<file path="src/rtl/npuarc_biu_defines.sv">
// Shared BIU definitions: command-gate FSM state encoding and outstanding-limit default.
package npuarc_biu_defines;

  typedef enum logic [1:0] {
    BIU_ST_RUN   = 2'd0,
    BIU_ST_DRAIN = 2'd1,
    BIU_ST_HALT  = 2'd2
  } biu_gate_state_e;

  localparam int BIU_OUTSTAND_NUM = 16;

endpackage

</file>
<file path="src/rtl/npuarc_biu_preprc_ibp_outstd_cnt.sv">
// Saturating-at-zero outstanding transaction counter; simultaneous inc and dec hold the value.
module npuarc_biu_preprc_ibp_outstd_cnt #(
  parameter int CNT_W   = 4,
  parameter int MAX_NUM = 16
) (
  input  logic           clk,
  input  logic           rst_a,
  input  logic           clr,
  input  logic           inc,
  input  logic           dec,
  output logic [CNT_W:0] cnt,
  output logic           full,
  output logic           zero
);

  localparam logic [CNT_W:0] MAX_V = (CNT_W+1)'(MAX_NUM);

  logic [CNT_W:0] cnt_r;

  always_ff @(posedge clk or posedge rst_a) begin
    if (rst_a) begin
      cnt_r <= '0;
    end else if (clr) begin
      cnt_r <= '0;
    end else if (inc && !dec) begin
      cnt_r <= cnt_r + 1'b1;
    end else if (dec && !inc && (cnt_r != '0)) begin
      cnt_r <= cnt_r - 1'b1;
    end
  end

  assign cnt  = cnt_r;
  assign full = (cnt_r == MAX_V);
  assign zero = (cnt_r == '0);

endmodule

</file>
<file path="src/rtl/npuarc_biu_preprc_ibp_cmd_gate.sv">
// IBP command gate: limits outstanding reads/writes and quiesces the command path on drain request.
module npuarc_biu_preprc_ibp_cmd_gate
  import npuarc_biu_defines::*;
#(
  parameter int CMD_CHNL_W      = 49,
  parameter int CMD_CHNL_READ   = 0,
  parameter int RD_CHNL_W       = 35,
  parameter int RD_CHNL_RD_LAST = 1,
  parameter int OUTSTAND_CNT_W  = 4,
  parameter int OUTSTAND_NUM    = BIU_OUTSTAND_NUM
) (
  input  logic                  clk,
  input  logic                  rst_a,
  input  logic                  nmi_restart_r,
  input  logic                  i_ibp_cmd_chnl_valid,
  output logic                  i_ibp_cmd_chnl_accept,
  input  logic [CMD_CHNL_W-1:0] i_ibp_cmd_chnl,
  output logic                  o_ibp_cmd_chnl_valid,
  input  logic                  o_ibp_cmd_chnl_accept,
  output logic [CMD_CHNL_W-1:0] o_ibp_cmd_chnl,
  input  logic                  ibp_rd_chnl_valid,
  input  logic                  ibp_rd_chnl_accept,
  input  logic [RD_CHNL_W-1:0]  ibp_rd_chnl,
  input  logic                  ibp_wrsp_chnl_valid,
  input  logic                  ibp_wrsp_chnl_accept,
  input  logic                  drain_req,
  output logic                  drain_ack,
  output logic                  o_ibp_idle
);

  biu_gate_state_e state_r, state_next;
  logic            drain_ack_r;
  logic            cmd_is_rd, block, cmd_hs;
  logic            rd_inc, rd_dec, wr_inc, wr_dec;
  logic            rd_full, wr_full, rd_zero, wr_zero;
  logic [OUTSTAND_CNT_W:0] rd_cnt, wr_cnt;

  assign o_ibp_cmd_chnl = i_ibp_cmd_chnl;
  assign cmd_is_rd      = i_ibp_cmd_chnl[CMD_CHNL_READ];

  // Block depends only on state, counters and the command bundle, so valid and accept stay independent.
  assign block = (state_r != BIU_ST_RUN) | (cmd_is_rd & rd_full) | (~cmd_is_rd & wr_full);

  assign o_ibp_cmd_chnl_valid  = i_ibp_cmd_chnl_valid  & ~block;
  assign i_ibp_cmd_chnl_accept = o_ibp_cmd_chnl_accept & ~block;

  assign cmd_hs = o_ibp_cmd_chnl_valid & o_ibp_cmd_chnl_accept;
  assign rd_inc = cmd_hs & cmd_is_rd;
  assign wr_inc = cmd_hs & ~cmd_is_rd;
  assign rd_dec = ibp_rd_chnl_valid & ibp_rd_chnl_accept & ibp_rd_chnl[RD_CHNL_RD_LAST];
  assign wr_dec = ibp_wrsp_chnl_valid & ibp_wrsp_chnl_accept;

  npuarc_biu_preprc_ibp_outstd_cnt #(
    .CNT_W   (OUTSTAND_CNT_W),
    .MAX_NUM (OUTSTAND_NUM)
  ) u_rd_cnt (
    .clk   (clk),
    .rst_a (rst_a),
    .clr   (nmi_restart_r),
    .inc   (rd_inc),
    .dec   (rd_dec),
    .cnt   (rd_cnt),
    .full  (rd_full),
    .zero  (rd_zero)
  );

  npuarc_biu_preprc_ibp_outstd_cnt #(
    .CNT_W   (OUTSTAND_CNT_W),
    .MAX_NUM (OUTSTAND_NUM)
  ) u_wr_cnt (
    .clk   (clk),
    .rst_a (rst_a),
    .clr   (nmi_restart_r),
    .inc   (wr_inc),
    .dec   (wr_dec),
    .cnt   (wr_cnt),
    .full  (wr_full),
    .zero  (wr_zero)
  );

  assign o_ibp_idle = rd_zero & wr_zero;

  always_comb begin
    state_next = state_r;
    case (state_r)
      BIU_ST_RUN:   if (drain_req) state_next = BIU_ST_DRAIN;
      BIU_ST_DRAIN: begin
        if (!drain_req)      state_next = BIU_ST_RUN;
        else if (o_ibp_idle) state_next = BIU_ST_HALT;
      end
      BIU_ST_HALT:  if (!drain_req) state_next = BIU_ST_RUN;
      default:      state_next = BIU_ST_RUN;
    endcase
    if (nmi_restart_r) state_next = BIU_ST_RUN;
  end

  // drain_ack is its own flop tracking the HALT state, so it never glitches.
  always_ff @(posedge clk or posedge rst_a) begin
    if (rst_a) begin
      state_r     <= BIU_ST_RUN;
      drain_ack_r <= 1'b0;
    end else begin
      state_r     <= state_next;
      drain_ack_r <= (state_next == BIU_ST_HALT);
    end
  end

  assign drain_ack = drain_ack_r;

endmodule
</file>
<file path="config.mk">
export PLATFORM = sky130hd
export DESIGN_NAME = npuarc_biu_preprc_ibp_cmd_gate
export DESIGN_NICKNAME = d
export VERILOG_FILES = /design/src/rtl/npuarc_biu_defines.sv /design/src/rtl/npuarc_biu_preprc_ibp_outstd_cnt.sv /design/src/rtl/npuarc_biu_preprc_ibp_cmd_gate.sv
export SDC_FILE = /design/constraint.sdc
export NUM_CORES = 1
export LEC_CHECK = 0
export ABC_CLOCK_PERIOD_IN_PS = 3400
export CORE_MARGIN = 1
export CORE_UTILIZATION = 30
export DETAILED_ROUTE_END_ITERATION = 10
export PLACE_DENSITY = 0.86
export SLEW_MARGIN = 20
export SYNTH_ARGS = -nofsm -noshare
export SYNTH_HDL_FRONTEND = slang
export SYNTH_SLANG_ARGS = --single-unit
</file>
<file path="constraint.sdc">
create_clock -name clk -period 3.4 [get_ports clk]
set_input_delay 0.68 -clock clk [delete_from_list [all_inputs] [get_ports clk]]
set_output_delay 0.68 -clock clk [all_outputs]
set_load 0.05 [all_outputs]
</file>
==> results.txt, run 1 <==
Post-CTS sizing: 0
Multiplexer share of the synthesized area: 4.14%
Cell family with most CP delay: compound AO/OA/AOI/OAI gates
Reg2Reg Launch Point: state_r[1]
Tot GR Track Use: 11.2%
WS Path Type: in2reg
Initial core utilization: 31.3%
Antenna Cells: 0
Synthesized cell area: 1480 µm²
Final Critical Period: 3180 ps
Rel. slew slack: 57.6%
PD cells: 553 nW/µm²
Core area: 4720 µm²
Asr flop ratio synth: 100%
Cell Count, Final, Fillers Out: 209
R2r endpoint: u_wr_cnt.cnt[4]
Critical path's largest stage delay: 500 ps
Main combinational cell family by area after synthesis: buffers and inverters
WL final: 2730 µm
Synthesized flop and latch total: 13
DRC viols: 0
Synth Area in XOR/XNOR: 1.78%
TritonCTS clock tree: yes
Worst Setup End Kind: register
Top-area cell type share of the netlist area: 24.9%
Multi-input gate area: 762 µm²
Largest net degree at the start of global routing: 14
Worst slew pin tran: 632 ps
Crit-path cells: clkdlybuf4s50_1 > buf_4 > nand4bb_4 > a2111oi_2 > inv_1 > buf_4 > ha_1 > a21o_1 > a211oi_2 > a221oi_1 > a211oi_1
Distinct cells, synth: 46
Setup TNS: 0 ps
Clk_lat worst skew: 250 ps
Die W: 72.2 µm
Synth Net Count: 268
Sequential area share after synthesis: 22.0%
Grt ovf: 0
1st-iter DRT viols: 48
Share of layout cells above drive strength 1: 19.7%
Setup Skew: 1.16 ps
Ys flop type: dfrtp_1
R2r setup slk: 650 ps
Antenna viol nets, final: 0
CTS clk-pin slew, worst paths: 60 ps
Root buf cell: clkbuf_8
Largest cells by area after synthesis: buf_4, dfrtp_1, ha_1
Antenna violations before repair: 0
IO buf count: 16
Post-Synth Adder-Cell Area: 9.47%
Simple-gate share of the synthesized area: 21.3%
EDFF count, synth: 0
Maxcap violations: 0
Worst reg-to-reg path cell count: 8
Final hold vios: 0
# fillers: 482
CTS buffer count: 3
Lkg Pwr: 0.651 nW
H-tree Lvls: 1
Global-route wire length before repair: 4530 µm
# setup viols final: 0
CP Max Fanout: 4
CP max-delay cell: clkdlybuf4s50_1
Max-slew violations: 0
Final HPWL DP: 2070 µm
Outcome: completed
Final hold slack: 548 ps
DIE HEIGHT: 72.2 µm
Layout area overhead: -1.44%
RSZ-0062 raised after global routing: false
Post-CTS setup buffer count: 0
Syn avg cell area: 9.03 µm²
Drt pass-1 iters: 4
GPL Wtd Cong: 0.726
Die ar.: 5220 µm²
Hold buffers post-CTS: 0
Cell taking the most area after synthesis: buf_4
DP Worst Slack: -92.2 ps
Hold Path Sink: u_wr_cnt.cnt[4]
CTS max path bufs: 2
Startpoint types: input pin
Part of the cycle the worst path needs: 93.6%
Row count: 25
PnR worst setup slack: 219 ps
HP Class: reg2reg
CP arrival: 3330 ps
Hold Crit Depth: 1
Syn Inst Count: 164
Peak supply drop: 0.192 mV
Vias: 1,004
Vias in the first global route: 1,002
Via density: 4.80
Critical path's most frequent cell: buf_4
Min-delay src: u_wr_cnt.cnt[4]
Register area: 325 µm²
TritonCTS Sinks: 13
Synth Area in Compound Gates: 14.5%
Fin util: 30.9%
Fmax: 0.314 GHz
Dpl cells: 205
CP required: 3550 ps
I/O pin total: 147
WP buf/inv: 4
NumNets Final: 247
Synth Warn #: 0
Routed WL per cell: 13.0 µm
==> layout make-up <==
class,count,area share (%)
multi-input cells,94,52.2
flip-flops and latches,13,22.3
repair buffers,24,14.8
well taps,67,5.75
clock buffers,3,2.83
inverters,7,1.80
clock inverters,1,0.343
==> cell usage after synthesis, types with 2 or more instances <==
cell type and count:
buf_4 49, dfrtp_1 13, nand2_1 13, ha_1 8
inv_1 7, nor2_1 6, a21oi_1 5, mux2i_1 5
a211oi_1 4, and3_1 4, nand3_1 4, a21o_1 3
nor3_1 3, and2_1 2, and3_2 2, fa_1 2
nor4_1 2, nor4_4 2, or4_1 2, xor2_1 2
==> routing by layer <==
metal  vias to the layer above  routed length (µm)  share of wire [%]  global-route usage (%)
met3                         7                 195                7.2                    3.47
met4                         0                  45                1.7                    5.66
met1                       474                1270                 46                    14.1
met5                         -                   0                  0                       0
li1                        493                   -                  -                       -
met2                        30                1220                 45                    17.1
==> flip-flops by register name (all words and copies together), names as in the netlist <==
register	cells
u_rd_cnt.cnt	5
state_r	2
drain_ack	1
u_wr_cnt.cnt	5
==> placed cells by master (no fill, tap or decap), drive strengths merged, types with 2 or more instances in the layout <==
cell type / n
a211oi: 4
a21o: 4
a21oi: 5
and2: 2
and3: 6
buf: 10
clkbuf: 3
clkdlybuf4s50: 14
dfrtp: 13
fa: 2
ha: 8
inv: 7
mux2i: 5
nand2: 13
nand3: 4
nor2: 6
nor3: 4
nor4: 4
or4: 2
xor2: 2
==> metrics by stage <==
step | power (W) | cell area, µm²
6_report | 0.000806 | 1460
5_1_grt | 0.000873 | 1460
4_1_cts | 0.000804 | 1450
3_5_place_dp | 0.000660 | 1410
3_3_place_gp | 0.000647 | 1410
2_1_floorplan | 0.000701 | 1480
==> worst max-delay path by stage <==
stage	from	end	slack, ps	depth (start not counted)
global route	i_ibp_cmd_chnl_valid	u_wr_cnt.cnt[4]	70	9
floorplan	ibp_rd_chnl[1]	u_rd_cnt.cnt[4]	400	8
CTS	i_ibp_cmd_chnl_valid	u_rd_cnt.cnt[4]	140	11
detailed placement	i_ibp_cmd_chnl_valid	u_rd_cnt.cnt[4]	-90	11
global placement	i_ibp_cmd_chnl_valid	u_wr_cnt.cnt[4]	-20	9
finish	i_ibp_cmd_chnl_valid	u_rd_cnt.cnt[4]	220	11
==> cells by family (layout without fill, tap and decap cells) <==
logic type                 Yosys count  count (layout)
DFF                                 13              13
muxes                                6               6
adders and majority gates           10              10
buffers and inverters               57              35
AOI/OAI and AO/OA                   27              27
and+or+nand+nor                     48              48
xor gates and xnor gates             3               3
==> power by group <==
group / internal (W) / switching [W]
logic: 0.000201 / 0.000237
clock network: 0.0000811 / 0.0000597
registers: 0.000182 / 0.0000454
Power figures use the tool's default switching activity.
==> run 2, diff against run 1 <==
--- a/config.mk
+++ b/config.mk
@@ -6,7 +6,6 @@
 export NUM_CORES = 1
 export LEC_CHECK = 0
 export ABC_CLOCK_PERIOD_IN_PS = 3400
-export CORE_MARGIN = 1
 export CORE_UTILIZATION = 30
 export DETAILED_ROUTE_END_ITERATION = 10
 export PLACE_DENSITY = 0.86
==> results of run 2 <==
The final DEF is identical to that of run 1; final timing and power are the same.
==> run 3, diff against run 2 <==
--- a/config.mk
+++ b/config.mk
@@ -6,6 +6,7 @@
 export NUM_CORES = 1
 export LEC_CHECK = 0
 export ABC_CLOCK_PERIOD_IN_PS = 3400
+export CORE_MARGIN = 2
 export CORE_UTILIZATION = 30
 export DETAILED_ROUTE_END_ITERATION = 10
 export PLACE_DENSITY = 0.86
==> run 3 against run 2 <==
Net effect:
- register-to-register slack improved by 60 ps
- fmax increased by 0.59%
- die area increased by 5.6%
- flip-flop and latch count unchanged
- critical path depth decreased by 2
- non-clock buffer count did not move
- clock-buffer cell count did not move
- critical path type unchanged
==> results.txt, run 3 (synthesis results as in run 1) <==
Outcome: completed
Register share of total power: 28.4%
Die W: 74.2 µm
WS Path Type: in2reg
Register area: 325 µm²
Worst slew pin tran: 635 ps
Layout area overhead: -1.44%
PD cells: 549 nW/µm²
Worst reg-to-reg path cell count: 8
CP arrival: 3310 ps
Final instance area: 1460 µm²
Largest net degree at the start of global routing: 14
Dpl cells: 205
Internal power: 0.000463 W
Row count: 25
TritonCTS Sinks: 13
Tot GR Track Use: 10.0%
Rel. slew slack: 57.4%
Vias: 1,008
CP required: 3550 ps
I/O pin total: 147
CP Max Fanout: 5
Fin util: 30.7%
TritonCTS clock tree: yes
Part of the cycle the worst path needs: 93.0%
Clock share of power: 17.5%
Peak supply drop: 0.186 mV
# setup viols final: 0
DRC viols: 0
Switch share: 42.2%
CTS max path bufs: 2
RSZ-0062 raised after global routing: false
Startpoint types: input pin
Vias in the first global route: 948
Initial core utilization: 31.1%
Core area: 4750 µm²
H-tree Lvls: 1
GPL Wtd Cong: 0.810
Multi-input gate area: 762 µm²
Routed WL per cell: 12.6 µm
Root buf cell: clkbuf_8
Cell Count, Final, Fillers Out: 209
Lkg Pwr: 0.650 nW
1st-iter DRT viols: 24
Comb pwr share: 54.1%
Final hold vios: 0
Commonest cells after routing, fill and taps aside: clkdlybuf4s50_1, nand2_1, dfrtp_1
Via density: 4.82
Commonest non-fill, non-tap cell in the layout: clkdlybuf4s50_1
CTS clk-pin slew, worst paths: 60 ps
Antenna viol nets, final: 0
Die ar.: 5510 µm²
Clk_lat worst skew: 250 ps
Antenna Cells: 0
NumNets Final: 247
Final Critical Period: 3160 ps
Final HPWL DP: 2050 µm
IO buf count: 16
CTS buffer count: 3
# fillers: 490
Switch Pwr: 0.000338 W
Fmax: 0.316 GHz
Share of layout cells above drive strength 1: 19.7%
Drt pass-1 iters: 4
HP Class: reg2reg
Setup Skew: 1.54 ps
Maxcap violations: 0
Worst Setup End Kind: register
Global-route wire length before repair: 4240 µm
Dpl cell area: 1410 µm²
Hold Crit Depth: 1
Grt ovf: 0
Setup TNS: 0 ps
Max-slew violations: 0
DIE HEIGHT: 74.2 µm
Antenna violations before repair: 0
WL final: 2640 µm
run 3: cell counts in the layout (fill, tap and decap cells not counted):
Identical to the previous run, type by type.
run 3: area by class of cell:
cell class,count,share of cell area [%]
repair buffers,24,14.8
clock buffers,3,2.83
flip-flops and latches,13,22.3
well taps,67,5.75
multi-input cells,94,52.2
clock inverters,1,0.343
inverters,7,1.80
run 3: final timing paths:
path	from	slack (ps)	to
worst max-delay path	i_ibp_cmd_chnl_valid	240	u_wr_cnt.cnt[4]
worst min-delay path	u_wr_cnt.cnt[4]	540	u_wr_cnt.cnt[4]
worst max register to register	state_r[1]	710	u_wr_cnt.cnt[4]
worst min register to register	u_wr_cnt.cnt[4]	540	u_wr_cnt.cnt[4]
max in group asynchronous	rst_a	2330	u_rd_cnt.cnt[4]
min in group asynchronous	rst_a	740	drain_ack
run 3: layer usage:
metal  global-route usage (%)  wire length (µm)
met1                     12.3              1160
met2                     15.7              1180
met3                     2.85               252
met4                     6.15                47
met5                        0                 0
run 3: worst max-delay path, stage by stage:
cell	delay [ps]
clkdlybuf4s50_1	540
and4bb_2	260
nand2_1	60
or2_2	340
fa_1	430
a21o_1	210
a211o_1	310
o221a_2	250
a211oi_1	230
run 3: repair_timing:
action	CTS	global route
endpoints found under the setup margin	0	1
setup buffers	0	0
hold buffers	0	0
endpoints found under the hold margin	0	0
resized for setup	0	1
run 3: per-stage QoR:
step                      setup slack [ps]  power (W)  hold slack, ps
final                                  238   0.000801             540
after global routing                  46.4   0.000859             557
after CTS                              149   0.000805             529
after detailed placement             -84.4   0.000659             522
after global placement               -5.35   0.000649             530
after floorplan                        402   0.000701             479
run 3: power by group through the flow:
| stage | sequential, W | clock (W) | combinational, W |
|---|---|---|---|
| 2_1_floorplan | 0.000224 | 0 | 0.000477 |
| 3_3_place_gp | 0.000229 | 0 | 0.000420 |
| 3_5_place_dp | 0.000231 | 0 | 0.000428 |
| 6_report | 0.000228 | 0.000140 | 0.000433 |
| 4_1_cts | 0.000228 | 0.000144 | 0.000433 |
| 5_1_grt | 0.000234 | 0.000149 | 0.000477 |
